--- src/rtl/program_counter_unit_pkg.sv ---
// Shared constants for the program counter unit: update-op and phase-FSM encodings.
package program_counter_unit_pkg;

  localparam int PC_W = 16;

  typedef enum logic [1:0] {
    PC_NEXT     = 2'b00,
    PC_JUMP_ABS = 2'b01,
    PC_JUMP_REL = 2'b10,
    PC_HOLD     = 2'b11
  } pc_op_e;

  typedef enum logic [1:0] {
    WAIT_F = 2'd0,
    WAIT_D = 2'd1,
    WAIT_E = 2'd2,
    WAIT_C = 2'd3
  } phase_e;

  // Operands captured at EXECUTE and consumed at COMMIT.
  typedef struct packed {
    pc_op_e          op;
    logic            cond;
    logic [PC_W-1:0] target;
  } lat_op_t;

  // Strobe pattern {commit, execute, decode, fetch} that legally advances each state.
  function automatic logic [3:0] phase_strobe(input phase_e s);
    case (s)
      WAIT_F:  phase_strobe = 4'b0001;
      WAIT_D:  phase_strobe = 4'b0010;
      WAIT_E:  phase_strobe = 4'b0100;
      default: phase_strobe = 4'b1000;
    endcase
  endfunction

endpackage

--- src/rtl/program_counter_unit_phase_sequence_checker.sv ---
// Phase-order tracker: F -> D -> E -> C; flags out-of-order or overlapping strobes (sticky).
module phase_sequence_checker
  import program_counter_unit_pkg::*;
(
  input  logic clk,
  input  logic reset,
  input  logic fetch,
  input  logic decode,
  input  logic execute,
  input  logic commit,
  input  logic stopped,
  output logic exec_ok,
  output logic commit_ok,
  output logic commit_seen,
  output logic seq_err
);

  phase_e     state_q, state_d;
  logic [3:0] strobes;
  logic       err;

  // A stopped decoder is treated as emitting no strobes at all.
  assign strobes     = stopped ? 4'b0000 : {commit, execute, decode, fetch};
  assign commit_seen = strobes[3];

  always_comb begin
    state_d   = state_q;
    exec_ok   = 1'b0;
    commit_ok = 1'b0;
    err       = 1'b0;
    if (strobes != 4'b0000) begin
      if (strobes != phase_strobe(state_q)) begin
        err     = 1'b1;
        state_d = WAIT_F;
      end else begin
        case (state_q)
          WAIT_F:  state_d = WAIT_D;
          WAIT_D:  state_d = WAIT_E;
          WAIT_E:  begin state_d = WAIT_C; exec_ok = 1'b1; end
          default: begin state_d = WAIT_F; commit_ok = 1'b1; end
        endcase
      end
    end
  end

  always_ff @(posedge clk) begin
    if (reset) begin
      state_q <= WAIT_F;
      seq_err <= 1'b0;
    end else begin
      state_q <= state_d;
      if (err) seq_err <= 1'b1;
    end
  end

endmodule

--- src/rtl/program_counter_unit.sv ---
// Program counter datapath: latches the op at EXECUTE, applies NEXT/jump at COMMIT.
module program_counter_unit
  import program_counter_unit_pkg::*;
#(
  parameter logic [PC_W-1:0] RESET_VECTOR = 16'h0000
) (
  input  logic            clk,
  input  logic            reset,
  input  logic            fetch,
  input  logic            decode,
  input  logic            execute,
  input  logic            commit,
  input  logic            stopped,
  input  logic            pc_enx,
  input  logic [1:0]      pc_op,
  input  logic            cond,
  input  logic [PC_W-1:0] target,
  output logic [PC_W-1:0] pc,
  output logic [PC_W-1:0] link,
  output logic            taken,
  output logic            seq_err
);

  logic            exec_ok, commit_ok, commit_seen;
  lat_op_t         lat;
  logic [PC_W-1:0] pc_inc, pc_jmp, pc_nxt;
  logic            jump;

  phase_sequence_checker u_seq (
    .clk         (clk),
    .reset       (reset),
    .fetch       (fetch),
    .decode      (decode),
    .execute     (execute),
    .commit      (commit),
    .stopped     (stopped),
    .exec_ok     (exec_ok),
    .commit_ok   (commit_ok),
    .commit_seen (commit_seen),
    .seq_err     (seq_err)
  );

  assign pc_inc = pc + 16'd1;

  // A jump with a false condition degrades to NEXT.
  always_comb begin
    jump   = 1'b0;
    pc_jmp = pc_inc;
    case (lat.op)
      PC_JUMP_ABS: begin jump = lat.cond; pc_jmp = lat.target; end
      PC_JUMP_REL: begin jump = lat.cond; pc_jmp = pc + lat.target; end
      default:     ;
    endcase
    pc_nxt = jump ? pc_jmp : pc_inc;
  end

  always_ff @(posedge clk) begin
    if (reset) begin
      pc    <= RESET_VECTOR;
      link  <= '0;
      taken <= 1'b0;
      lat   <= '{op: PC_HOLD, cond: 1'b0, target: '0};
    end else begin
      taken <= 1'b0;
      if (exec_ok) lat <= '{op: pc_op_e'(pc_op), cond: cond, target: target};
      // Consume the op on any commit so a stray repeat cannot re-apply it.
      if (commit_seen) lat.op <= PC_HOLD;
      if (commit_ok && pc_enx && lat.op != PC_HOLD) begin
        pc    <= pc_nxt;
        link  <= pc_inc;
        taken <= jump;
      end
    end
  end

endmodule

--- config.mk ---
export PLATFORM = sky130hd
export DESIGN_NAME = program_counter_unit
export DESIGN_NICKNAME = d
export VERILOG_FILES = /design/src/rtl/program_counter_unit_pkg.sv /design/src/rtl/program_counter_unit_phase_sequence_checker.sv /design/src/rtl/program_counter_unit.sv
export SDC_FILE = /design/constraint.sdc
export NUM_CORES = 1
export LEC_CHECK = 0
export ABC_CLOCK_PERIOD_IN_PS = 4400
export CORE_MARGIN = 1.5
export CORE_UTILIZATION = 32
export DETAILED_ROUTE_END_ITERATION = 6
export PLACE_DENSITY = 0.55
export REMOVE_ABC_BUFFERS = 1
export SLEW_MARGIN = 5
export SYNTH_ARGS = -nofsm -noshare
export SYNTH_HDL_FRONTEND = slang
export SYNTH_HIERARCHICAL = 1
export SYNTH_SLANG_ARGS = --single-unit
--- constraint.sdc ---
create_clock -name clk -period 4.4 [get_ports clk]
set_clock_uncertainty 0.05 [all_clocks]
set_input_delay 1.1 -clock clk [delete_from_list [all_inputs] [get_ports clk]]
set_output_delay 1.1 -clock clk [all_outputs]
set_load 0.02 [all_outputs]
Yosys cells after proc, flatten, opt, wreduce, memory -nomap -nowiden
Index checks and enable logic that the tools add are counted.
{"block": "op_classes", "n_eq_ne": 6, "mux": 16, "n_reduce_logical": 8, "n_addsub": 2, "bitwise_logic": 1}
{"op": "16-bit one-hot mux with 2 select lines", "count": 1}
{"op": "16-bit by 1-bit adder with 16-bit output, second input constant", "count": 1}
{"op": "16-bit adder", "count": 1}
{"op": "16-bit 2-to-1 mux", "count": 1}
{"op": "4-bit one-hot mux with 3 select lines", "count": 1}
{"op": "1-bit 2-to-1 mux", "count": 9}
{"op": "4-bit 2-to-1 mux", "count": 2}
{"op": "2-bit one-hot mux with 3 select lines", "count": 1}
{"op": "2-bit OR reduction", "count": 3}
{"op": "2-bit by 1-bit == test with 1-bit output, second input constant", "count": 2}
{"op": "2-bit == test, second input constant", "count": 2}
{"op": "4-bit != test", "count": 1}
{"op": "4-bit nonzero test", "count": 1}
{"op": "3-bit OR reduction", "count": 1}
{"op": "1-bit logical AND", "count": 2}
{"op": "2-bit zero test", "count": 1}
{"op": "2-bit 2-to-1 mux", "count": 1}
{"op": "2-bit != test, second input constant", "count": 1}
{"op": "1-bit NOT", "count": 1}
{"block": "word_totals", "inputBits": 27, "register_bits": 55, "word_cells": 41}

Longest topological paths before layout
{"block": "depth", "word_depth": 10, "ltp_mapped": 13, "ltp_nobuf": 12}

Modules after synthesis
Netlist, hierarchy kept.
{"module": "program_counter_unit", "cells_each": 426, "instances": 1, "area_each_um2": 3474.6, "seq_area_each_um2": 1041.0}
{"module": "phase_sequence_checker", "cells_each": 39, "instances": 1, "area_each_um2": 336.6, "seq_area_each_um2": 60.1}

Least setup slack after synthesis
Ideal clock, no wire load.
{"block": "synth_timing", "kind": "input-to-reg", "from": "input port stopped", "to": "register pc[11]", "stages": 10, "arrival_time_ns": 3.026, "required_time_ns": 4.292, "slack_ns": 1.266, "path_cell_list": "or4_4 -> a32oi_2 -> and3_1 -> and3b_2 -> buf_6 -> nor2_1 -> a211oi_1 -> nand4b_1 -> mux2i_1 -> a21o_1"}
{"block": "synth_between", "elab_chain_len": 6}
{"element": "start, declared", "line": "program_counter_unit.sv:13", "source": "input logic stopped,"}
{"element": "4-bit 2-to-1 mux (*)", "line": "program_counter_unit_phase_sequence_checker.sv:23", "source": "assign strobes = stopped ? 4'b0000 : {commit, execute, decode, fetch};"}
{"element": "4-bit != test", "line": "program_counter_unit_phase_sequence_checker.sv:32", "source": "if (strobes != phase_strobe(state_q)) begin"}
{"element": "1-bit 2-to-1 mux", "line": "program_counter_unit_phase_sequence_checker.sv:32"}
{"element": "1-bit 2-to-1 mux (*)", "line": "program_counter_unit_phase_sequence_checker.sv:31", "source": "if (strobes != 4'b0000) begin"}
{"element": "net commit_ok", "line": "program_counter_unit.sv:24", "source": "logic exec_ok, commit_ok, commit_seen;"}
{"element": "1-bit logical AND (*) (2 in series)", "line": "program_counter_unit.sv:68", "source": "if (commit_ok && pc_enx && lat.op != PC_HOLD) begin"}
{"element": "end signal, assigned", "line": "program_counter_unit.sv:69", "source": "pc <= pc_nxt;"}
{"element": "end, declared", "line": "program_counter_unit.sv:18", "source": "output logic [PC_W-1:0] pc,"}
The timed path passes the listed nets; every way through them passes the cells marked *.
A chain may end at the register's enable or synchronous reset.

Final worst setup path
Same ends and word-level chain as after synthesis.

==> out/metrics.json <==
{
  "outcome": {
    "outcome": "finished with violations",
    "failed_checks": "DRC"
  },
  "synthesis": {
    "synth.yosys.seq_area_share": 0.289,
    "synth_largest_area_cell": "sky130_fd_sc_hd__dfxtp_1",
    "number_of_enable_flip_flop_cells_after_synthesis": 0,
    "synth_seq_cells": 55,
    "netlist_top_cells_count": "sky130_fd_sc_hd__nor2_1 (61), sky130_fd_sc_hd__dfxtp_1 (55), sky130_fd_sc_hd__a21oi_1 (37)",
    "most_frequent_cell_after_synthesis": "sky130_fd_sc_hd__nor2_1",
    "netlist_top_cells_area": "sky130_fd_sc_hd__dfxtp_1 (29%), sky130_fd_sc_hd__ha_1 (8.2%), sky130_fd_sc_hd__nor2_1 (6.0%)",
    "synth.yosys.warnings": 6,
    "post-synth-top-area-fraction": 0.289,
    "synth_async_sr_flop_share": 0,
    "syn-instance-count": 465,
    "synth.distinct_cells": 75,
    "dominantRegCellSynth": "sky130_fd_sc_hd__dfxtp_1",
    "netlist_area_um2": 3810,
    "syn_area_per_cell_um2": 8.20
  },
  "setup_path": {
    "critPathMaxFanout": 13,
    "rr_worst_depth": 11,
    "regToRegEndpoint": "pc[11]",
    "rr_startpoint": "u_seq/state_q[0]",
    "worst-r2r-setup-slack_ps": 1320,
    "path_depth": 10,
    "crit_path_end_kind": "register",
    "critPathKind": "input port to register",
    "critical_path.startpoint_type": "input port",
    "critPathArrivalTime_ps": 3960,
    "critical-path-slowest-cell": "sky130_fd_sc_hd__or4_4",
    "worstPathBufferInverterCount": 1,
    "crit_start": "stopped",
    "worst_path_dominant_cell_family": "simple AND/OR/NAND/NOR gates",
    "timing.critical_path.required_ps": 4590,
    "crit_path_cell_trace": "clkdlybuf4s50_1 > or4_4 > a32oi_2 > and3_1 > and3b_2 > nor2_1 > a211oi_1 > nand4b_1 > mux2i_1 > a21o_1",
    "crit_path_max_incr_delay_ps": 580,
    "crit_path_end": "pc[11]"
  },
  "global_route": {
    "via_count_of_the_first_global_routing_pass": 3207,
    "first_pass_grt_wire_length_mm": 16.5,
    "grt_remaining_overflow": 0,
    "grt_max_degree": 40,
    "grt_util_all_layers": 0.161,
    "antenna_found_initial": 0
  },
  "power": {
    "leakagePower_nw": 1.64,
    "power.ir.vdd_worst_uv": 170,
    "pwr_density_cell_nw_per_um2": 207,
    "share_clk_of_total_power": 0.425,
    "power_spent_charging_and_discharging_nets_mw": 0.215,
    "seq_power_share": 0.523,
    "comb_power_share": 0.052,
    "p_sw_frac": 0.225,
    "p_int_mw": 0.741
  },
  "detailed_routing": {
    "route.final.wire_length_mm": 10.2,
    "first_pass_iters": 7,
    "average_detailed_routed_wire_length_per_instance_um": 15.7,
    "antenna_violating_nets_post_route": 0,
    "route.detailed.drc": 8,
    "via_count": 3555,
    "vias_per_cell": 5.44,
    "initialDrtViolationCount": 137
  },
  "sta": {
    "rsz_0062_raised_after_global_routing": "false",
    "slew-limit-headroom": 0.364,
    "clock.fmax_ghz": 0.265,
    "final-hold-violation-count": 0,
    "setup_violations": 0,
    "timing_worst_slew_pin_value_ps": 954,
    "period_share": 0.859,
    "timing.setup.tns_ps": 0,
    "layout_setup_ws_ps": 622,
    "slew_viol_final": 0,
    "fin_crit_ps": 3780
  },
  "cells_and_area": {
    "finalInstanceArea_um2": 4620,
    "filler_cell_count": 1183,
    "sequential_cell_area_um2": 1100,
    "layout-area-overhead-vs-synth_pct": 21.3,
    "num-nets-final": 563,
    "drive_above_1_share": 0.0665,
    "diodes": 0,
    "multi_input_gate_area_in_the_final_layout_um2": 2500
  },
  "clock_network": {
    "cts.htree.levels": 2,
    "cts.repair.resized": 0,
    "tritoncts_clock_tree": "yes",
    "clockRootBuffer": "sky130_fd_sc_hd__clkbuf_16",
    "insertion_delay_ps": 290,
    "numClockSinks": 55,
    "tritoncts.num_buffers": 5,
    "postCtsSetupRepairBufs": 0,
    "cts.hold.buffers_added": 0,
    "number_of_buffers_on_the_longest_clock_path": 2,
    "path_clk_slew_ps": 80
  },
  "placed_design": {
    "placedInstanceArea_um2": 4480,
    "pre_cts_slack_ps": 325,
    "place.detailed.hpwl_mm": 7.52,
    "port_buffers": 60,
    "globalplace.congestion": 0.832
  },
  "min_path": {
    "holdCritPathClass": "register to register"
  },
  "floorplan": {
    "io_pins": 61,
    "fp.dieW_um": 112,
    "rows": 39,
    "floorplan.initialDensity": 0.331,
    "core-area_um2": 11500,
    "die_area_um2": 12600,
    "die_span_y_um": 112
  },
  "flow_run": {
    "max-cap-violations": 0
  }
}
-- worst min path at each step --
stage	start	end	slack (ps)	cells past startpoint
2_1_floorplan	lat[16]	lat[16]	420	2
3_3_place_gp	link[1]	link[1]	400	2
3_5_place_dp	link[1]	link[1]	410	2
4_1_cts	link[1]	link[1]	420	2
5_1_grt	link[1]	link[1]	450	2
6_report	link[1]	link[1]	410	2
-- cell families after synthesis --
kind of cell,after synthesis,share of synthesized area
AOI/OAI and AO/OA,129,0.230
xor gates and xnor gates,23,0.0529
adders and majority gates,26,0.0873
buffers and inverters,42,0.0552
DFF,55,0.289
muxes,22,0.0584
and+or+nand+nor,168,0.227
-- worst reg2reg max path: stages (launching register included) --
cell and delay [ps]:
sky130_fd_sc_hd__dfxtp_1 360, sky130_fd_sc_hd__inv_1 110, sky130_fd_sc_hd__ha_1 250, sky130_fd_sc_hd__or4_4 490, sky130_fd_sc_hd__a32oi_2 280, sky130_fd_sc_hd__and3_1 230, sky130_fd_sc_hd__and3b_2 350, sky130_fd_sc_hd__nor2_1 80
sky130_fd_sc_hd__a211oi_1 410, sky130_fd_sc_hd__nand4b_1 140, sky130_fd_sc_hd__mux2i_1 180, sky130_fd_sc_hd__a21o_1 100
-- power groups by stage --
stage	clock network [mW]	registers, mW	logic, mW
global route	0.434	0.499	0.0539
floorplan	0	0.512	0.0110
global placement	0	0.511	0.0497
CTS	0.419	0.499	0.0505
finish	0.406	0.499	0.0500
detailed placement	0	0.511	0.0504
-- metrics by stage --
stage	hold WS (ps)	power (mW)	std cells	utilization
final	414	0.955	654	0.402
after global routing	449	0.988	654	0.402
after CTS	417	0.969	654	0.402
after floorplan	417	0.523	436	-
after detailed placement	405	0.561	646	0.389
after global placement	401	0.561	646	0.389
-- sequential cells by signal, summed over array words and instances, names as in the netlist --
register	count
u_seq/state_q	2
u_seq/seq_err	1
pc	16
link	16
lat	19
taken	1
-- layout by cell type (no fill, tap or decap), types with 3 or more instances in the layout --
| cell | Yosys | final |
|---|---|---|
| sky130_fd_sc_hd__xnor2_1 | 11 | 11 |
| sky130_fd_sc_hd__nand4_1 | 5 | 5 |
| sky130_fd_sc_hd__dfxtp_1 | 55 | 55 |
| sky130_fd_sc_hd__a221oi_1 | 6 | 6 |
| sky130_fd_sc_hd__nand3b_1 | 7 | 7 |
| sky130_fd_sc_hd__buf_4 | 2 | 7 |
| sky130_fd_sc_hd__and3_1 | 5 | 5 |
| sky130_fd_sc_hd__inv_1 | 13 | 13 |
| sky130_fd_sc_hd__mux2i_1 | 20 | 20 |
| sky130_fd_sc_hd__a211oi_1 | 17 | 17 |
| sky130_fd_sc_hd__xor2_1 | 12 | 12 |
| sky130_fd_sc_hd__clkdlybuf4s50_1 | 0 | 59 |
| sky130_fd_sc_hd__or3_1 | 3 | 3 |
| sky130_fd_sc_hd__ha_1 | 25 | 25 |
| sky130_fd_sc_hd__o21ai_0 | 19 | 19 |
| sky130_fd_sc_hd__nand2_1 | 30 | 30 |
| sky130_fd_sc_hd__nor2b_1 | 4 | 4 |
| sky130_fd_sc_hd__nand3_1 | 19 | 19 |
| sky130_fd_sc_hd__nor3_1 | 8 | 8 |
| sky130_fd_sc_hd__clkbuf_16 | 0 | 5 |
| sky130_fd_sc_hd__nor2_1 | 61 | 61 |
| sky130_fd_sc_hd__o211ai_1 | 5 | 5 |
| sky130_fd_sc_hd__a21o_1 | 3 | 3 |
| sky130_fd_sc_hd__o31ai_1 | 3 | 3 |
| sky130_fd_sc_hd__nor4_1 | 3 | 3 |
| sky130_fd_sc_hd__a31oi_1 | 6 | 6 |
| sky130_fd_sc_hd__o21a_1 | 5 | 5 |
| sky130_fd_sc_hd__a21oi_1 | 37 | 37 |
-- area by class of cell --
class	count	share of cell area
timing repair buffer	67	0.140
clock inverter	3	0.00487
clock buffer	5	0.0271
tap	143	0.0387
sequential	55	0.238
inverter	13	0.0106
multi-input combinational	368	0.541
-- metal layers --
layer	track usage	wire, µm	share of wire
met5	0	0	0
met2	0.262	4560	0.44
met3	0.0211	526	0.051
met1	0.227	5070	0.49
met4	0.0354	91	0.0089
(Power assumes the default switching activity.)
